`config.mk`:
```
export PLATFORM = sky130hd
export DESIGN_NAME = usb_tx_arbiter
export DESIGN_NICKNAME = d
export VERILOG_FILES = /design/src/rtl/usb_tx_arbiter.sv
export SDC_FILE = /design/constraint.sdc
export NUM_CORES = 1
export LEC_CHECK = 0
export CORE_ASPECT_RATIO = 2
export CORE_UTILIZATION = 45
export CTS_CLUSTER_DIAMETER = 100
export DETAILED_ROUTE_END_ITERATION = 8
export GPL_ROUTABILITY_DRIVEN = 0
export MAX_ROUTING_LAYER = met4
export PLACE_DENSITY = 0.73
export SYNTH_ARGS = -nofsm -noshare
export SYNTH_HDL_FRONTEND = slang
export SYNTH_SLANG_ARGS = --single-unit
```
`constraint.sdc`:
```
create_clock -name clk -period 3.3 [get_ports clk]
set_clock_uncertainty 0.05 [all_clocks]
set_input_delay 0.33 -clock clk [delete_from_list [all_inputs] [get_ports clk]]
set_output_delay 0.33 -clock clk [all_outputs]
set_load 0.01 [all_outputs]
```
`src/rtl/usb_tx_arbiter.sv`:
```
// usb_tx_arbiter: shares the single USB TX packet path among NUM_REQ requesters.
// Handshake PIDs (ACK/NAK/STALL) take priority over data PIDs (DATA0/DATA1).
// Each class has its own round-robin pointer.
// Every packet is followed by a forced inter-packet gap.
// Start and transfer watchdogs abort stuck packets.

// Per-requester decode: splits a request into handshake or data eligibility.
module usb_tx_arb_lane (
    input  logic       req,
    input  logic [2:0] pid,
    output logic       hs,
    output logic       dt
);
    assign hs = req && (pid >= 3'd3) && (pid <= 3'd5);
    assign dt = req && ((pid == 3'd1) || (pid == 3'd2));
endmodule

module usb_tx_arbiter #(
    parameter int NUM_REQ  = 4,
    parameter int IPG_CYC  = 16,
    parameter int START_TO = 64,
    parameter int PKT_TO   = 65535
) (
    input  logic                 clk,
    input  logic                 n_rst,
    input  logic [NUM_REQ-1:0]   req,
    input  logic [3*NUM_REQ-1:0] req_pid,
    input  logic                 tx_transfer_active,
    input  logic                 packet_done,
    output logic [2:0]           tx_packet,
    output logic [NUM_REQ-1:0]   grant,
    output logic [NUM_REQ-1:0]   done,
    output logic                 timeout_err,
    output logic                 busy
);
    localparam int IW = $clog2(NUM_REQ);
    localparam int CW = $clog2(PKT_TO + 1);
    localparam logic [CW-1:0] ISSUE_LIM = CW'(START_TO - 1);
    localparam logic [CW-1:0] XFER_LIM  = CW'(PKT_TO - 1);
    localparam logic [CW-1:0] GAP_LIM   = CW'(IPG_CYC - 1);

    typedef enum logic [2:0] {IDLE, ISSUE, BUSY, DONE, ABORT, GAP} state_t;

    state_t                    state, state_nx;
    logic [CW-1:0]             cnt;
    logic [NUM_REQ-1:0][2:0]   pid_arr;
    logic [NUM_REQ-1:0]        hs_elig, dt_elig, cand;
    logic                      use_hs, pick_any;
    logic [IW-1:0]             ptr, j, pick_idx;
    logic [IW-1:0]             rr_hs, rr_dt, win;
    logic                      win_hs;
    logic [2:0]                tx_packet_nx;
    logic [NUM_REQ-1:0]        grant_nx, done_nx;

    assign pid_arr = req_pid;

    for (genvar i = 0; i < NUM_REQ; i++) begin : g_lane
        usb_tx_arb_lane u_lane (
            .req (req[i]),
            .pid (pid_arr[i]),
            .hs  (hs_elig[i]),
            .dt  (dt_elig[i])
        );
    end

    // Pick the first eligible requester of the winning class after its RR pointer.
    always_comb begin
        use_hs   = |hs_elig;
        cand     = use_hs ? hs_elig : dt_elig;
        ptr      = use_hs ? rr_hs : rr_dt;
        pick_any = 1'b0;
        pick_idx = '0;
        j        = '0;
        for (int k = 1; k <= NUM_REQ; k++) begin
            j = IW'((int'(ptr) + k) % NUM_REQ);
            if (!pick_any && cand[j]) begin
                pick_any = 1'b1;
                pick_idx = j;
            end
        end
    end

    // Next state and next values of the registered outputs.
    always_comb begin
        state_nx = state;
        case (state)
            IDLE:  if (pick_any) state_nx = ISSUE;
            ISSUE: if (tx_transfer_active) state_nx = BUSY;
                   else if (cnt == ISSUE_LIM) state_nx = ABORT;
            BUSY:  if (packet_done) state_nx = DONE;
                   else if (cnt == XFER_LIM) state_nx = ABORT;
            DONE:  state_nx = GAP;
            ABORT: state_nx = GAP;
            GAP:   if (cnt == GAP_LIM) state_nx = IDLE;
            default: state_nx = IDLE;
        endcase

        grant_nx     = grant;
        tx_packet_nx = '0;
        if (state == IDLE && state_nx == ISSUE) begin
            grant_nx           = '0;
            grant_nx[pick_idx] = 1'b1;
            tx_packet_nx       = pid_arr[pick_idx];
        end else if (state_nx == ISSUE) begin
            tx_packet_nx = tx_packet;
        end else if (state_nx == IDLE) begin
            grant_nx = '0;
        end
        done_nx = (state_nx == DONE) ? grant : '0;
    end

    // State register with a shared saturating counter cleared on every state entry.
    always_ff @(posedge clk or negedge n_rst) begin
        if (!n_rst) begin
            state <= IDLE;
            cnt   <= '0;
        end else begin
            state <= state_nx;
            if (state_nx != state) cnt <= '0;
            else if (cnt != '1)    cnt <= cnt + 1'b1;
        end
    end

    // Winner latch and round-robin pointers; pointers move on both completion and abort.
    always_ff @(posedge clk or negedge n_rst) begin
        if (!n_rst) begin
            win    <= '0;
            win_hs <= 1'b0;
            rr_hs  <= IW'(NUM_REQ - 1);
            rr_dt  <= IW'(NUM_REQ - 1);
        end else begin
            if (state == IDLE && pick_any) begin
                win    <= pick_idx;
                win_hs <= use_hs;
            end
            if (state == DONE || state == ABORT) begin
                if (win_hs) rr_hs <= win;
                else        rr_dt <= win;
            end
        end
    end

    // Registered outputs.
    always_ff @(posedge clk or negedge n_rst) begin
        if (!n_rst) begin
            tx_packet   <= '0;
            grant       <= '0;
            done        <= '0;
            timeout_err <= 1'b0;
            busy        <= 1'b0;
        end else begin
            tx_packet   <= tx_packet_nx;
            grant       <= grant_nx;
            done        <= done_nx;
            timeout_err <= (state_nx == ABORT);
            busy        <= (state_nx != IDLE);
        end
    end
endmodule
```
==> summary.md, run 1 <==
The time the final worst path needs with I/O delays and setup was 2.958 ns. The run gives 2346 as the number of global-route vias before repair. The H-tree was split into 2 levels. The final design instance area without fill was 0.002973 mm²; the proportion of netlist area held by the largest area contributor was 35.35%. The depth of the most critical reg-to-reg path is 9. For the count of cell types in the netlist, the log shows 53. The repair_antennas step left the layout with diodes totalling 0. Synthesis produced a netlist with a net count of 304. For this run, design rule violations remaining after detail routing come to 0.

The area used by multi-input combinational logic came out at 0.001420 mm². The transition at the pin with the smallest max-transition slack works out to 0.8713 ns. Among all cell types in the netlist, the one instantiated most often is nor2_1.

The run gives 0.005231 mm² as the total core area. The tools report the origin of the critical flop-to-flop path as cnt[6]. The HPWL after detailed placement is 4.799 mm. The flow ran to the end, and the final reports show no timing, DRC or antenna violations. Of the cells placed in the final design, the portion with a size suffix greater than 1 is 8.491%. TritonCTS built the clock tree. The first detailed-routing pass ran for 4 iterations.

The detail route stage leaves a number of antenna-violating nets equal to 0. The cell area reported after detailed placement came out at 0.002860 mm². Number of maximum-capacitance violations: 0. For the number of vias in the routed layout, the log shows 2323. The number of enable-type register cells in the synthesized netlist came out at 0. The worst setup path is captured at a flip-flop. The final standard cell count with taps included and fillers excluded is 376. Maximum fanout along the worst path: 9. VDD sags by at most 0.0004442 V. Among all flip-flop cells after synthesis, the most frequent one is dfrtp_1.

The maximum number of pins on one net before global-route repair is 40, and the die extent in x is 54.47 µm. In this run the static leakage power is 1.161 nW. Setup slack on the critical path of the routed design comes to 0.3417 ns.

The run gives 25.45% as the global router's overall resource usage. Power spread over the standard cell area amounts to 345.4 mW/mm². The layout overhead on the synthesized area was 20.00%. Yosys attributes the largest share of cell area to dfrtp_1 (35%), nor2_1 (6.5%), nand2_1 (4.5%). The post-synthesis instance total is 282, and the netlist area before placement is 0.002477 mm². Setup fix buffers added after clock tree synthesis: 0. Average cell area after synthesis: 8.785 µm². Overflow left after global routing: 0. The first global-routing pass estimated 10.48 mm of wire. Setup repair after global routing left no endpoint under its margin. The routed design uses 202 µm of met3 wire. The wire length per cell came out at 16.98 µm. The kind of cell with the highest combined delay along the critical path is compound AO/OA/AOI/OAI gates.

The share of the clock period used by the worst path after layout was 89.65%. In the final design database the tool counted 339 nets. Largest area contributor in the netlist: dfrtp_1. The number of CTS-inserted buffers is 5, and the async set-or-reset flop fraction in the synthesized netlist is 100.0%. The flop-to-flop setup slack came out at 0.56 ns. During synthesis, Yosys emitted a total of 0 warnings.

Fill cells in the final layout number 467. The type of origin of the critical path is an input port. For this run, the top clock speed supported by timing is 338.0 MHz. The die covers 0.005824 mm².

The endpoint required time on the critical path is 3.41 ns, and the count of routing violations after the opening detailed-route iteration is 108. Hold slack: 0.08798 ns. The sequential cells in the finished layout cover a total of 980.9 µm². The critical register-to-register path endpoint was cnt[0]. Count of state elements after synthesis: 39. Overall power consumption after layout is estimated at 1.027 mW.

The total number of cells along the worst setup path came out at 9. The final count of negative-setup-slack endpoints is 0, and the chip height is 106.9 µm. Max-slew violation total from the final report: 0.

The deepest clock path buffer count was 2. After detailed routing, the wire length on met1 is 2.333 mm. The tools report the starting density of the core as 47.36%. For this run, the slowest stage of the critical path takes 0.58 ns.

Measured against its own limit, the worst slew margin works out to 41.91%. The floorplan row count came out at 37. The worst-path cell with the longest stage delay was clkdlybuf4s50_1.

Using the TritonRoute via totals, the vias-per-cell ratio works out to 6.178. After clock tree synthesis, the clock-pin slew on the worst setup and hold paths is 0.08 ns. The number of placed instances, taps included, is 368.

Setup total negative slack on the finished layout was measured at 0 ns. Timing analysis after detailed placement gives a worst setup slack of 0.09511 ns. Sequential cells were found to cover 39.60% of the synthesized design area.

The data arrival time of the worst path was 3.07 ns; the number of clock sinks was 39. The critical path goes through clkdlybuf4s50_1 > nor2b_1 > a32o_2 > o41a_1 > a2111oi_2 > a31oi_1 > and2_4 > a2111oi_0 > a221oi_1. For this design the top-level I/O count stands at 33.

The number of gates resized after CTS was 0. The commonest cells after synthesis are nor2_1 (43), dfrtp_1 (35), nand2_1 (30), nor3_1 (12), and2_1 (10). The total buffers and inverters traversed by the critical path was 1; the count of hold-fix buffers inserted at cts was 0. The final count of hold timing violations came out at 0.

The highest metal layer carrying signal wires in the routed design is met4. The type of the tightest min-delay check was in2async. The initial antenna violation count was 0. The number of buffers added on ports was 32. The critical path starts at req_pid[1]. For this run, the share of the core covered by cells in the final layout is 56.83%. For the worst-skew pair, the clock arrives at the later sink with an insertion delay of 0.30 ns. Detailed routing placed a total of 3.611 mm of wire on met2. The tree is rooted in a clkbuf_8. The class of the most critical setup path is in2reg.

For this block, the routed nets add up to 6.384 mm of wire.
-- cells by family after synthesis --
logic type / Yosys count / share of synthesized area [%]
and+or+nand+nor: 137 / 27.58
AOI/OAI and AO/OA: 63 / 20.30
DFF: 39 / 39.60
xor gates and xnor gates: 18 / 6.364
buffers and inverters: 18 / 3.081
muxes: 5 / 2.071
adders and majority gates: 2 / 1.010
-- worst max-delay path by stage --
stage	slack, ns	end
2_1_floorplan	0.77	tx_packet[0]
3_3_place_gp	0.20	tx_packet[2]
3_5_place_dp	0.1	tx_packet[2]
4_1_cts	0.38	tx_packet[2]
5_1_grt	0.16	tx_packet[2]
6_report	0.34	tx_packet[2]
-- sequential cells by signal, indices dropped and copies added (netlist names) --
name and count:
busy 1, cnt 16, done 4, grant 4, rr_dt 2, rr_hs 2, state 3, timeout_err 1
tx_packet 3, win 2, win_hs 1
-- worst register-to-register path: stages, from the launching register on --
cell	delay [ns]
dfrtp_1	0.47
nor4_1	0.41
nand4_1	0.20
or4_1	0.45
a22oi_1	0.22
nand2b_1	0.11
o31ai_1	0.30
nand2_1	0.12
buf_4	0.21
nor2_1	0.13
-- per-layer routing --
layer,vias to the layer above,GRT usage (%)
met3,17,2.979
met2,64,45.99
li1,1110,-
met1,1132,24.84
met5,-,-
met4,0,12.45
-- where the power goes --
group	switching (mW)	internal (mW)	total (mW)
registers	0	0.478	0.478
clock network	0.177	0.225	0.402
logic	0.0841	0.0626	0.147
total	0.261	0.765	1.03
-- cell usage in the layout, fill, tap and decap left out, drive strengths merged, types with 6 or more instances in the layout --
master         synthesis  routed
a21oi                  8       8
and2                  11      11
buf                    2       6
clkdlybuf4s50          0      31
dfrtp                 35      35
inv                    9       9
nand2                 30      30
nand4                  8       8
nor2                  43      43
nor2b                 10      10
nor3                  12      12
xnor2                  9       9
xor2                   9       9
-- cell type report --
class                           instances  share of cell area [%]
Multi-Input combinational cell        225                   47.77
Sequential cell                        39                   33.00
Timing Repair Buffer                   37                   11.87
Tap cell                               58                   2.441
Clock buffer                            5                   2.315
Clock inverter                          3                   1.473
Inverter                                9                   1.136
(Power assumes the default switching activity.)
==> run 2: changes to the inputs <==
Settings changed: PLACE_DENSITY 0.73 to 0.67.
==> summary.md, run 2 (synthesis gave the netlist of run 1 again) <==
The switching power is 0.2739 mW. In this run the remaining antenna-violating nets after routing total 0. The tools report the number of maximum-capacitance violations as 0. In this run the worst setup path begins at req_pid[2]. For this run, the detailed router's first-pass iteration total came to 4. Leaving out fill and tap cells, the most frequent cell in the layout is nor2_1. The count of boundary I/O pins was 33.

The tools report the global router's overall resource usage as 26.76%. The min-delay analysis places its worst path in the category in2async. Headroom to the max-slew limit came out at 42.20%.

The routed design has 6.647 mm of wire. The final critical path takes up 91.62% of the cycle. The deepest clock path buffer count is 2. The number of clock buffers added by TritonCTS is 5. Final net count: 339. The endpoint identified for the worst register-to-register timing path is cnt[6]. The floorplan row count came out at 37. The class of the most critical setup path is in2reg.

The logs give 0.005231 mm² for the total core area and 0 for the setup fix buffers added after clock tree synthesis. The number of vias in the routed layout came out at 2282. The transition at the pin with the smallest max-transition slack is 0.8671 ns, and the cell area power density is 350.5 mW/mm². The run gives 0 as the post-detailed-route DRC marker count.

The wire length per cell is 17.68 µm, and the setup TNS is 0 ns. In the final layout, the registers with the most flip-flops are cnt: 16 flops, done: 4 flops, grant: 4 flops. The maximum operating frequency is 330.7 MHz.

The initial utilization of the core area, before any placement, comes to 47.36%. The logs give 1.162 nW for the static leakage and 0.001420 mm² for the area used by multi-input combinational logic. The chip height works out to 106.9 µm. Layout overhead on the synthesized area: 20.15%. Number of gates resized after cts: 0. Along the worst path, the maximum fanout reaches 9. Setup repair after global routing left no endpoint under its margin. STA classifies the critical path startpoint as an input port.

The wire length of the first global-routing pass came out at 10.84 mm. Combinational logic is responsible for 14.0% of the overall power. The global-route track usage on met3 was 5.248%; the number of diodes added for antenna fixing was 0.

Once layout is complete, the utilization of the core stands at 56.90%. The floorplan step defined a die boundary enclosing 0.005824 mm². The H-tree generated during clock tree synthesis spans 2 levels. The maximum number of pins on one net before global-route repair is 40, and the clock transition at the registers of the reported paths is 0.09 ns. The tools report the overflow left after global routing as 0. The max-slew violation total from the final report is 0. Initial antenna violation count: 0. The clock insertion delay at the later pin of the skew report was 0.31 ns. For this run, global-route usage on met2 was measured as 47.04%. Depth of the most critical reg-to-reg path: 10. The tools report the maximum vdd drop as 0.0003759 V. The first routing iteration left 31 violations. Counting every sink on the clock net gives 39. Buffers inserted to repair hold after CTS numbered 0. The global routing stage identified its most utilized layer as met2. For the total of fill cells in the finished design, the log shows 497. The tools report the overall power after layout as 1.043 mW.

The tools report the critical path endpoint as tx_packet[0]. The sequential cells in the finished layout cover a total of 980.9 µm². Global routing consumed, on the met1 layer, 25.83% of the routing resources. The tools report the flop-to-flop setup slack as 0.57 ns. The top cell types in the final layout, fill and taps aside, are nor2_1 (43), dfrtp_1 (35), clkdlybuf4s50_1 (31). Number of flip-flops in the largest register: 16. The HPWL after detailed placement is 5.062 mm. Registers are responsible for 45.8% of the overall power. Setup violations remaining at the end of the flow were counted as 0.

cnt holds more flip-flops than any other register. From left edge to right edge, the die measures 54.47 µm. CTS root buffer: clkbuf_8. The worst path needs 3.023 ns of the cycle, external delays included. Data on the critical path arrives at its endpoint at 3.15 ns. The origin of the critical flop-to-flop path was cnt[1].

The mean number of vias per cell was 6.069; the design internal power was 0.7695 mW. The worst setup path is captured at a flip-flop. Of the total power, the clock network draws 40.2%. The switching part of the total power came out at 26.25%.

Final count of hold timing violations: 0. The endpoint required time on the critical path is 3.42 ns, and the fraction of final layout cells sized beyond drive strength 1 is 8.491%. TritonCTS built the clock tree. The number of buffers added on ports works out to 32. The flow ran to the end, and the final reports show no timing, DRC or antenna violations.

Number of global-route vias before repair: 2284.
[run 2: worst min path at each step]
stage / endpoint / slack, ns / cells after the start
after CTS: busy / 0.1 / 1
after floorplan: busy / -0.02 / 0
after global routing: busy / 0.15 / 1
final: busy / 0.08 / 1
after global placement: cnt[3] / 0.43 / 1
after detailed placement: cnt[3] / 0.44 / 1
[run 2: worst max-delay path, stage by stage]
cell and delay [ns]:
clkdlybuf4s50_1 0.54, nor2b_1 0.21, a32o_2 0.29, o41a_1 0.48
a2111oi_2 0.39, a31oi_1 0.15, and2_4 0.24, a2111oi_0 0.42
a221oi_1 0.10
[run 2: metrics by stage]
| stage | instance area (µm²) | setup slack [ns] | hold WS, ns | cells |
|---|---|---|---|---|
| floorplan | 2477 | 0.7733 | -0.01559 | 282 |
| global placement | 2860 | 0.06329 | 0.4297 | 368 |
| detailed placement | 2860 | 0.05546 | 0.4352 | 368 |
| CTS | 2977 | 0.3850 | 0.09599 | 376 |
| global route | 2977 | 0.09047 | 0.1530 | 376 |
| finish | 2977 | 0.2766 | 0.07761 | 376 |
[run 2: routing by layer]
layer / vias up / wire length, µm
met5: - / 0
met1: 1106 / 2401
met2: 45 / 3837
li1: 1111 / -
met4: 0 / 246
met3: 20 / 161
[run 2: area by class of cell]
class	instances	share of cell area, %
clock inverter	3	1.597
sequential	39	32.96
tap	58	2.438
clock buffer	5	2.312
timing repair buffer	37	11.85
inverter	9	1.135
multi-input combinational	225	47.71
[run 2: power groups by stage]
stage | sequential, mW | clock, mW | combinational (mW)
after floorplan | 0.487 | 0 | 0.0856
after global placement | 0.487 | 0 | 0.143
after detailed placement | 0.487 | 0 | 0.145
after CTS | 0.478 | 0.434 | 0.146
after global routing | 0.478 | 0.445 | 0.163
final | 0.478 | 0.420 | 0.146
